`src/rtl/reg_file_fifo_pkg.sv`:
```
// Shared sizing for the 4-entry, 9-bit register file and the blocks that use it
// as a FIFO.
package reg_file_fifo_pkg;

  localparam int RF_DATA_W = 9;
  localparam int RF_ADDR_W = 2;
  localparam int RF_DEPTH  = 4;

  typedef logic [RF_ADDR_W:0] count_t;

endpackage

```
`src/rtl/reg_file_fifo_ctrl.sv`:
```
// Ring-order FIFO controller driving an external 2-read/1-write register file.
// Supports popping one word (head) or a pair (head, head+1) per cycle.
module reg_file_fifo_ctrl
  import reg_file_fifo_pkg::*;
#(
  parameter int DATA_W = RF_DATA_W,
  parameter int ADDR_W = RF_ADDR_W,
  parameter int DEPTH  = RF_DEPTH
) (
  input  logic              clk,
  input  logic              rst,
  input  logic              flush,
  input  logic              in_valid,
  input  logic [DATA_W-1:0] in_data,
  output logic              in_ready,
  input  logic              out_ready,
  input  logic              out_pair_ready,
  output logic              out_valid,
  output logic              out_pair_valid,
  output logic [DATA_W-1:0] out_data0,
  output logic [DATA_W-1:0] out_data1,
  output logic [ADDR_W:0]   count,
  output logic              pop_err,
  output logic              rf_wr_en,
  output logic [ADDR_W-1:0] rf_wr_addr,
  output logic [DATA_W-1:0] rf_wr_data,
  output logic [ADDR_W-1:0] rf_rd0_addr,
  output logic [ADDR_W-1:0] rf_rd1_addr,
  input  logic [DATA_W-1:0] rf_rd0_data,
  input  logic [DATA_W-1:0] rf_rd1_data
);

  localparam logic [ADDR_W:0] FULL = (ADDR_W+1)'(DEPTH);
  localparam logic [ADDR_W:0] TWO  = (ADDR_W+1)'(2);

  logic [ADDR_W-1:0] wr_ptr;
  logic [ADDR_W-1:0] rd_ptr;
  logic              push;
  logic              pop_one;
  logic              pop_two;
  logic              bad_pop;
  logic [ADDR_W:0]   count_next;

  // Full is judged on the registered count: no write-through even with a pop.
  assign in_ready       = (count != FULL);
  assign push           = in_valid & in_ready;
  assign out_valid      = (count != '0);
  assign out_pair_valid = (count >= TWO);

  assign rf_wr_en    = push;
  assign rf_wr_addr  = wr_ptr;
  assign rf_wr_data  = in_data;
  assign rf_rd0_addr = rd_ptr;
  assign rf_rd1_addr = rd_ptr + ADDR_W'(1);
  assign out_data0   = rf_rd0_data;
  assign out_data1   = rf_rd1_data;

  // A legal pair pop takes priority over a single pop in the same cycle.
  assign pop_two = out_pair_ready & out_pair_valid;
  assign pop_one = ~pop_two & out_ready & out_valid;
  assign bad_pop = (out_pair_ready & ~out_pair_valid) | (out_ready & ~out_valid);

  always_comb begin
    count_next = count + {{ADDR_W{1'b0}}, push}
                       - {{(ADDR_W-1){1'b0}}, pop_two, pop_one};
  end

  always_ff @(posedge clk or negedge rst) begin
    if (!rst) begin
      wr_ptr  <= '0;
      rd_ptr  <= '0;
      count   <= '0;
      pop_err <= 1'b0;
    end else if (flush) begin
      wr_ptr  <= '0;
      rd_ptr  <= '0;
      count   <= '0;
      pop_err <= 1'b0;
    end else begin
      if (push)
        wr_ptr <= wr_ptr + ADDR_W'(1);
      if (pop_two)
        rd_ptr <= rd_ptr + ADDR_W'(2);
      else if (pop_one)
        rd_ptr <= rd_ptr + ADDR_W'(1);
      count <= count_next;
      if (bad_pop)
        pop_err <= 1'b1;
    end
  end

endmodule

```
`config.mk`:
```
export PLATFORM = sky130hd
export DESIGN_NAME = reg_file_fifo_ctrl
export DESIGN_NICKNAME = d
export VERILOG_FILES = /design/src/rtl/reg_file_fifo_pkg.sv /design/src/rtl/reg_file_fifo_ctrl.sv
export SDC_FILE = /design/constraint.sdc
export NUM_CORES = 1
export LEC_CHECK = 0
export ABC_AREA = 1
export CAP_MARGIN = 20
export CORE_MARGIN = 2
export CORE_UTILIZATION = 31
export CTS_CLUSTER_SIZE = 12
export DETAILED_ROUTE_END_ITERATION = 10
export GPL_ROUTABILITY_DRIVEN = 0
export HOLD_SLACK_MARGIN = 0.03
export PLACE_DENSITY = 0.85
export SYNTH_ARGS = -nofsm -noshare
export SYNTH_HDL_FRONTEND = slang
export SYNTH_SLANG_ARGS = --single-unit
```
`constraint.sdc`:
```
create_clock -name clk -period 4.3 [get_ports clk]
set_input_delay 1.29 -clock clk [delete_from_list [all_inputs] [get_ports clk]]
set_output_delay 1.29 -clock clk [all_outputs]
set_load 0.01 [all_outputs]
```
### Word-level counts from Yosys, hierarchy flattened

Index checks and enable logic that the tools add are counted.
Widths: inputs -> output; s select.

| operators by class | value |
|---|---|
| add/subtract/negate cells | 5 |
| order comparisons | 1 |
| equality and inequality tests | 1 |
| mux-type cells | 8 |
| bitwise operators | 10 |
| reduce and logical (&&, ||, !) cells | 4 |

Operators by type and width:

| cell | number |
|---|---|
| $mux 2 | 5 |
| $and 1x1->1 | 6 |
| $reduce_bool 3->1 | 2 |
| $add 2x1->2 const B | 2 |
| $reduce_bool 2->1 | 2 |
| $add 3x1->3 | 1 |
| $ge 3x2->1 const B | 1 |
| $mux 3 | 1 |
| $ne 3x3->1 const B | 1 |
| $not 1->1 | 3 |
| $sub 3x2->3 | 1 |
| $add 2x2->2 const B | 1 |
| $mux 1 | 2 |
| $or 1x1->1 | 1 |

| storage, ports and cells | value |
|---|---|
| register bits | 8 |
| output and inout port bits | 41 |
| word-level logic and storage cells | 33 |

### Depth between registers and ports, before layout

Gate-level depths: netlist of the first run.

| logic depth | value |
|---|---|
| depth after elaboration | 8 |
| depth in mapped cells | 12 |
| mapped depth without buffers | 12 |

### Worst setup path before layout of the first run

No wires, ideal clock.

| timing | value |
|---|---|
| path type | input -> output |
| start | in in_valid |
| end | out rf_wr_en |
| arrival | 1.436 ns |
| path slack | 1.574 ns |
| stages | 2 |
| buffers on the path | 0 |
| cell sequence | nand2_2 > inv_2 |

| between the ends | value |
|---|---|
| word-level cells in the longest chain between the ends | 1 |

Ends and longest elaborated chain:

| item | line | source |
|---|---|---|
| from (decl) | reg_file_fifo_ctrl.sv:13 | `input logic in_valid,` |
| $and 1x1->1 | reg_file_fifo_ctrl.sv:46 | `assign push = in_valid & in_ready;` |
| to (decl) | reg_file_fifo_ctrl.sv:24 | `output logic rf_wr_en,` |

No other way between the ends.

### Worst setup path in the final report of the first run

Same ends and word-level chain as after synthesis.

==> results of run 1 <==
==> worst register-to-register path: cells and delay by family, from the launching register on <==
family	cells	cell delay, ns
AND/OR/NAND/NOR	4	0.47
XOR/XNOR	1	0.18
adder cells (fa/ha/maj)	3	0.79
flip-flops	1	0.44
buffers and inverters	3	0.17
==> area by class of cell <==
| type | instances | area share |
|---|---|---|
| Multi-Input combinational cell | 44 | 0.362 |
| Sequential cell | 8 | 0.257 |
| Timing Repair Buffer | 19 | 0.244 |
| Inverter | 13 | 0.0627 |
| Tap cell | 28 | 0.0450 |
| Clock buffer | 3 | 0.0289 |
==> cell usage in the layout (no fill, tap or decap) <==
master	instances
clkdlybuf4s50_1	19
nand4_1	1
nand2_4	1
xor2_1	2
nor2_2	3
dfrtp_1	8
nand2_2	5
a21oi_1	2
nand3_2	1
nand3_4	1
nand2_1	10
inv_1	10
nor2_1	8
nand3_1	5
xnor2_1	1
clkbuf_4	3
fa_1	1
inv_2	3
ha_1	3
==> final timing paths <==
check | startpoint | endpoint | slack, ns | cells after the start
worst max-delay path | in_valid | rf_wr_en | 0.56 | 4
worst min-delay path | pop_err | pop_err | 0.54 | 2
worst max register to register | count[2] | count[2] | 2.12 | 11
worst min register to register | pop_err | pop_err | 0.54 | 2
max in group asynchronous | rst | rf_rd0_addr[0] | 2.73 | 1
min in group asynchronous | rst | count[2] | 1.31 | 1
==> cell usage after synthesis <==
| cell | number | area share |
|---|---|---|
| a21oi_1 | 2 | 0.014 |
| nand4_1 | 1 | 0.0085 |
| dfrtp_1 | 8 | 0.27 |
| nor2_2 | 3 | 0.026 |
| nand2_4 | 1 | 0.015 |
| nand3_4 | 1 | 0.024 |
| fa_1 | 1 | 0.027 |
| inv_2 | 3 | 0.015 |
| ha_1 | 3 | 0.051 |
| xnor2_1 | 1 | 0.012 |
| nand3_2 | 1 | 0.014 |
| nor2_1 | 8 | 0.041 |
| xor2_1 | 2 | 0.024 |
| buf_4 | 27 | 0.28 |
| nand2_2 | 5 | 0.043 |
| nand3_1 | 5 | 0.034 |
| nand2_1 | 10 | 0.051 |
| inv_1 | 10 | 0.051 |
==> registers in the layout (all words and copies together) (netlist names) <==
register and count:
count 3, pop_err 1, rf_rd0_addr 2, rf_wr_addr 2
==> power by group through the flow <==
stage,Combinational (W),Sequential [W],Clock [W]
after floorplan,0.000197,0.000138,0
after global placement,0.000309,0.000129,0
after detailed placement,0.000325,0.000131,0
after CTS,0.000325,0.000129,0.0000611
after global routing,0.000360,0.000135,0.0000655
final,0.000321,0.000129,0.0000576
==> logic make-up (layout without fill, tap and decap cells) <==
family | after synthesis | in the layout | share of synthesized area
buffers and inverters | 40 | 35 | 0.343
XOR/XNOR | 3 | 3 | 0.0358
flip-flops | 8 | 8 | 0.273
AO/OA/AOI/OAI | 2 | 2 | 0.0137
AND/OR/NAND/NOR | 35 | 35 | 0.256
adder cells (fa/ha/maj) | 4 | 4 | 0.0785
==> layer usage <==
metal	part of all wire	global-route usage
met3	0.10	0.0457
met4	0.039	0.0769
met2	0.48	0.167
met1	0.37	0.125
met5	0	0
==> per-stage QoR <==
step / cell area (um2) / std cells / hold WS [ns]
floorplan: 733 / 92 / 0.563
global placement: 756 / 112 / 0.516
detailed placement: 756 / 112 / 0.533
CTS: 778 / 115 / 0.546
global route: 778 / 115 / 0.560
finish: 778 / 115 / 0.538
==> results.tsv, run 1 <==
metric	value	unit
proportion of layout cells with a drive suffix above 1	0.195	
Fmax	267	MHz
Syn Std Cell Area	733	um2
final hold violation count	0	
Final period util	0.871	
sequential-to-total area share from yosys stat	0.273	
DPL Wire Length	1100	um
CP max stage delay	0.54	ns
TritonCTS clock tree	done	
unrepaired setup endpoints after global routing	false	
count of state elements after synthesis	8	
Clock Path Buffers	2	
CP endpoint kind	output port	
CP max stage cell	clkdlybuf4s50_1	
die width	52.6	um
pin count of the biggest net entering global routing	9	
Final ANT Viol Nets	0	
final WL	1310	um
Vias/cell	4.42	
outcome	completed	
pre-CTS WS	0.546	ns
Worst Path Arrival	2.45	ns
vias in the first global route	486	
# rows	17	
Overflow after GRT	0	
initial core utilization	0.328	
clk root buf	clkbuf_4	
PostCTS Resize Cnt	0	
Worst Slack Setup Final	0.556	ns
num ports	74	
initial antenna violation count	0	
WL/cell	11.4	um
syn_area_per_cell	7.97	um2
cts bufs inserted	3	
CP Class	in2out	
Distinct cells, synth	18	
H-tree levels	1	
die area	2770	um2
worst-path cell chain	clkdlybuf4s50_1 -> nand2_2 -> inv_2 -> clkdlybuf4s50_1	
Tmin final	3.74	ns
count of final max-slew check failures	0	
clock slew at reported path FFs	0.05	ns
Pwr Density	651	nW/um2
max-cap violations	0	
DR iter-0 viols	7	
Buf+Inv Stages, Crit Path	3	
Net Count, Synth	129	
Tot Pwr	0.000507	W
Setup crit start kind	input port	
fin util	0.348	
peak supply drop	0.281	mV
final setup vio count	0	
Int Power	0.000292	W
DRC viols	0	
Leakage Power	0.388	nW
final setup TNS	0	ns
Cells after Synth	92	
IO Port Bufs	19	
Die Y-Extent	52.6	um
FILL cells	228	
Synthesis Warnings	0	
clock sink count	8	
Hold Path Class	reg2reg	
most used cell, CP	clkdlybuf4s50_1	
Overall Global Routing Usage	0.111	
Diodes inserted	0	
CP required	3.01	ns
Core Area	2230	um2
sw frac	0.424	
register share of total power	0.254	
crit path max fanout	4	
Rel. slew slack	0.759	
Post-CTS Setup Bufs	0	
P&R area growth vs syn	6.14	%
delay-heaviest family, CP	buffers and inverters	
Clock Skew	0.00128	ns
footprint of the multi-input gates	282	um2
Vias	508	
Clock Power Share	0.114	
router iterations before antenna repair	4	
combinational share of power	0.632	
Hold Buf Count CTS	0	
area taken by flip-flops and latches	200	um2
Nets	126	
Worst-Skew Late Latency	0.25	ns
Slew @ Worst Pin	0.361	ns
global-route wire length before repair	2180	um
Psw	0.000215	W
Note: power is estimated with default switching activity, not from simulation.
==> run 2, diff against run 1 <==
Settings changed: CTS_CLUSTER_SIZE 12 to 16, SETUP_SLACK_MARGIN from default to 0.4, TNS_END_PERCENT from default to 10.
==> results of run 2 <==
Same layout as run 1: the final DEF is identical, and so are final timing and power.
